`src/rtl/dice_game_ctrl.sv`:
```
// dice_game_ctrl: two-player turn controller sharing one dice roller, with scoring and win detection
// Optional feature macro: DICE_CTRL_BONUS_SIX_EN (a non-winning six grants the same player another roll)
module dice_game_ctrl #(
    parameter int TARGET   = 20,
    parameter int SCORE_W  = 5,
    parameter int MIN_ROLL = 4
) (
    input  logic               clk,
    input  logic               rst,
    input  logic               btn_a,
    input  logic               btn_b,
    input  logic               new_game,
    input  logic [2:0]         throw,
    output logic               dice_button,
    output logic               turn,
    output logic [SCORE_W-1:0] score_a,
    output logic [SCORE_W-1:0] score_b,
    output logic [2:0]         last_throw,
    output logic               throw_valid,
    output logic [1:0]         winner,
    output logic               game_over
);
    typedef enum logic [1:0] {WAIT, ROLL, SETTLE, OVER} state_t;
    localparam int CW = $clog2(MIN_ROLL + 1);
    localparam logic [CW-1:0] HOLD_MAX = CW'(MIN_ROLL);
    localparam logic [SCORE_W:0] TGT = (SCORE_W + 1)'(TARGET);
    state_t               state;
    logic [CW-1:0]        hold;
    logic                 btn_cur;
    logic [SCORE_W-1:0]   cur_score;
    logic [SCORE_W:0]     sum;
    logic                 roll_ok;
    logic                 keep_turn;
    // current player's view: button, score, widened sum and roll validity
    always_comb begin
        btn_cur   = turn ? btn_b : btn_a;
        cur_score = turn ? score_b : score_a;
        sum       = {1'b0, cur_score} + {{(SCORE_W - 2){1'b0}}, throw};
        roll_ok   = (hold == HOLD_MAX) && (throw != 3'd0) && (throw != 3'd7);
`ifdef DICE_CTRL_BONUS_SIX_EN
        keep_turn = (throw == 3'd6);
`else
        keep_turn = 1'b0;
`endif
    end
    // turn FSM with registered outputs; new_game acts as a soft reset
    always_ff @(posedge clk) begin
        if (!rst || new_game) begin
            state       <= WAIT;
            hold        <= '0;
            dice_button <= 1'b0;
            turn        <= 1'b0;
            score_a     <= '0;
            score_b     <= '0;
            last_throw  <= 3'd0;
            throw_valid <= 1'b0;
            winner      <= 2'b00;
            game_over   <= 1'b0;
        end else begin
            throw_valid <= 1'b0;
            case (state)
                WAIT: if (btn_cur) begin
                    state       <= ROLL;
                    dice_button <= 1'b1;
                    hold        <= '0;
                end
                ROLL: if (btn_cur) begin
                    hold <= (hold == HOLD_MAX) ? hold : hold + CW'(1);
                end else begin
                    state       <= SETTLE;
                    dice_button <= 1'b0;
                end
                SETTLE: begin
                    state <= WAIT;
                    if (roll_ok) begin
                        last_throw  <= throw;
                        throw_valid <= 1'b1;
                        if (turn) score_b <= sum[SCORE_W-1:0];
                        else score_a <= sum[SCORE_W-1:0];
                        if (sum >= TGT) begin
                            state     <= OVER;
                            game_over <= 1'b1;
                            winner    <= turn ? 2'b10 : 2'b01;
                        end else if (!keep_turn) begin
                            turn <= ~turn;
                        end
                    end
                end
                default: dice_button <= 1'b0;
            endcase
        end
    end
endmodule
```
`config.mk`:
```
export PLATFORM = sky130hd
export DESIGN_NAME = dice_game_ctrl
export DESIGN_NICKNAME = d
export VERILOG_FILES = /design/src/rtl/dice_game_ctrl.sv
export SDC_FILE = /design/constraint.sdc
export NUM_CORES = 1
export LEC_CHECK = 0
export BUFFER_PORTS_ARGS = -buffer_cell sky130_fd_sc_hd__buf_2
export CAP_MARGIN = 20
export CELL_PAD_IN_SITES_DETAIL_PLACEMENT = 2
export CELL_PAD_IN_SITES_GLOBAL_PLACEMENT = 2
export CORE_AREA = 2 2 65 67
export CTS_CLUSTER_DIAMETER = 80
export CTS_CLUSTER_SIZE = 20
export DETAILED_ROUTE_END_ITERATION = 16
export DIE_AREA = 0 0 67 69
export GPL_ROUTABILITY_DRIVEN = 1
export MAX_ROUTING_LAYER = met4
export PLACE_DENSITY = 0.9
export SYNTH_ARGS = -nofsm -noshare
export SYNTH_HDL_FRONTEND = slang
export SYNTH_SLANG_ARGS = --single-unit
```
`constraint.sdc`:
```
create_clock -name clk -period 5.6 [get_ports clk]
set_clock_uncertainty 0.05 [all_clocks]
set_input_delay 1.12 -clock clk [delete_from_list [all_inputs] [get_ports clk]]
set_output_delay 1.12 -clock clk [all_outputs]
set_load 0.01 [all_outputs]
```
==> reports/metrics.yaml <==
num_rows: 23
grt_pass1_wl_mm: 5.83
cts_tree: "done"
leakagePower_nw: 0.662
worst_pin_slew_ns: 0.840
slew_viol_final: 0
rsz0062_at_grt: "false"
grt_max_degree: 21
coreArea_um2: 3910
grt_pass1_vias: 1219
wl_met2_mm: 1.93
yosysUniqueCellTypes: 37
routed.top_layer: "met4"
port_buffers: 26
final_antenna_net_count: 0
ir_drop_uv: 144
fin_crit_sh: 0.511
ys_seq_area_frac: 0.361
track_usage: 0.171
fill_cells: 461
wl_met1_mm: 1.43
firstDrtPassIters: 3
path_max_fanout: 5
fin_hold_ws_ns: 0.421
wl_per_cell_um: 16.1
antenna_cells: 0
drt_wl_total_mm: 3.55
switching_share: 0.222
netlist_instances: 144
hold_path.class: "flip-flop to flip-flop"
cts_resized: 0
pwr-share-clk: 0.447
synthTopCellsByArea: "dfxtp_1 (36%), ha_1 (8.5%), a21oi_1 (4.9%), mux2i_1 (4.5%), nand2_1 (4.5%)"
gp_congestion: 0.843
ys_ff_latch: 24
antenna_found_initial: 0
async_flop_share: 0
finalSetupTns_ns: 0
finalSetupViolCount: 0
area_growth_syn_to_layout_pct: 17.9
cp_cell_sequence: "buf_2, ha_1, inv_1, fa_1, xnor2_1, a21oi_1, o21bai_1, nand3_2, o211ai_1"
pwr-share-comb: 0.066
multiInputGateArea_um2: 779
fin_nets: 189
cts_buffers: 3
power_density_nw_per_um2: 226
num_vias: 1124
final_cells: 220
timing.fmax_mhz: 350
path_class: "primary input to flip-flop"
synth.yosys.warnings: 0
clk_latency_ns: 0.28
crit_slowest_cell: "fa_1"
critPathLaunchType: "primary input"
end_kind: "flip-flop"
drive_above_1_share: 0.271
root_buffer: "clkbuf_8"
synth_nets: 162
path_clk_slew_ns: 0.10
htree_num_levels: 1
post-route-drc-count: 0
die-area_um2: 4620
slew_headroom: 0.440
numClockSinks: 24
cts_buffer_depth: 2
synth_top_area_cell: "dfxtp_1"
seq_area_um2: 480
globalRouteOverflowTotal: 0
syn-mean-instance-area_um2: 9.24
dp_cells: 216
synth_edf_count: 0
period_minus_slack_ns: 2.86
seqPwrFrac: 0.486
die_x_um: 67
crit_arrival_ns: 3.02
place_hpwl_mm: 2.71
p_int_mw: 0.276
ctsHoldBuffers: 0
synthFlopType: "dfxtp_1"
power_switching_mw: 0.0787
finalHoldViolations: 0
viasPerCell: 5.11
cts_setup_buffers: 0
max_stage_delay_ns: 0.41
required_ns: 5.76
die_h_um: 69
initial_core_util: 0.340
syn_area_um2: 1330
status: "finished clean"
cap_viol_max_count: 0
yosysTopAreaCellShare: 0.361
wl_met3_um: 136
ios: 27
drt_iter0_markers: 31
-- metrics by stage --
step / cell area (um^2) / util / power (mW) / worst slack, ns
6_report: 1570 / 0.401 / 0.354 / 2.74
5_1_grt: 1570 / 0.401 / 0.370 / 2.59
4_1_cts: 1570 / 0.401 / 0.359 / 2.73
3_5_place_dp: 1500 / 0.383 / 0.200 / 2.45
3_3_place_gp: 1500 / 0.383 / 0.198 / 2.69
2_1_floorplan: 1330 / - / 0.191 / 2.94
-- area by class of cell --
cell class | instances | area share
multi-input combinational | 105 | 0.497
sequential | 24 | 0.306
timing repair buffer | 27 | 0.0877
tap | 50 | 0.0399
clock buffer | 3 | 0.0263
inverter | 10 | 0.0239
clock inverter | 1 | 0.0191
-- cells in the mapped netlist (all sizes together) (4+ instances only) --
cell,count
nor2,12
a21oi,13
nand3,7
ha,9
o21ai,4
mux2i,7
dfxtp,24
mux2,4
nor3,8
inv,10
nand2,16
-- cells in the final DEF, fill, tap and decap left out --
cell type,netlist,layout
nor3_4,2,2
nand3_1,6,6
o21ai_0,3,3
buf_4,0,1
mux2_2,3,3
o211ai_1,1,1
inv_1,10,10
buf_2,0,26
and3_4,1,1
a31oi_1,1,1
nand2b_1,1,1
nor4_4,1,1
nor2b_1,2,2
nor3_1,5,5
mux2i_1,6,6
xnor2_1,3,3
mux2_4,1,1
o21bai_1,1,1
or3_1,2,2
a211oi_1,1,1
xor2_1,3,3
fa_1,1,1
nor3b_1,1,1
nor3_2,1,1
o21bai_2,1,1
mux2i_4,1,1
a311oi_1,1,1
nand2_1,16,16
clkbuf_8,0,3
nand4_1,1,1
a211oi_2,2,2
nand3_2,1,1
nor2_1,12,12
dfxtp_1,24,24
o21ai_2,1,1
ha_1,9,9
a21oi_1,13,13
bufinv_16,0,1
o211a_1,1,1
-- worst paths after layout --
check        depth (start not counted)  slack (ns)       endpoint     startpoint
max                                  9        2.74       state[1]       throw[0]
min                                  2        0.42  last_throw[0]  last_throw[0]
max reg2reg                         10        2.89       state[1]           turn
min reg2reg                          2        0.42  last_throw[0]  last_throw[0]
-- power by group through the flow --
stage               Combinational [mW]  Sequential (mW)  Clock [mW]
floorplan                       0.0146            0.176           0
global placement                0.0214            0.176           0
detailed placement              0.0237            0.176           0
CTS                             0.0239            0.172       0.163
global route                    0.0263            0.173       0.171
finish                          0.0235            0.172       0.158
-- flip-flops by register name, indices dropped and copies added, names as in the netlist --
signal	flops
dice_button	1
game_over	1
hold	3
last_throw	3
score_a	5
score_b	5
state	2
throw_valid	1
turn	1
winner	2
-- cells by family after synthesis --
family,share of synthesized area
AO/OA/AOI/OAI,0.130
XOR/XNOR,0.0395
adder cells (fa/ha/maj),0.0996
buffers and inverters,0.0536
flip-flops,0.361
multiplexers,0.0987
AND/OR/NAND/NOR,0.218
-- critical path: cells and delay by family --
family	cells	cell delay [ns]
compound gates	3	0.58
xor+xnor	1	0.35
fa+ha+maj	2	0.60
buf+inv	2	0.18
simple gates	1	0.18
-- per-layer routing --
metal | global-route usage | vias up
li1 | - | 549
met1 | 0.187 | 549
met2 | 0.306 | 21
met3 | 0.0294 | 5
met4 | 0.0544 | 0
met5 | - | -
(Power assumes the default switching activity.)
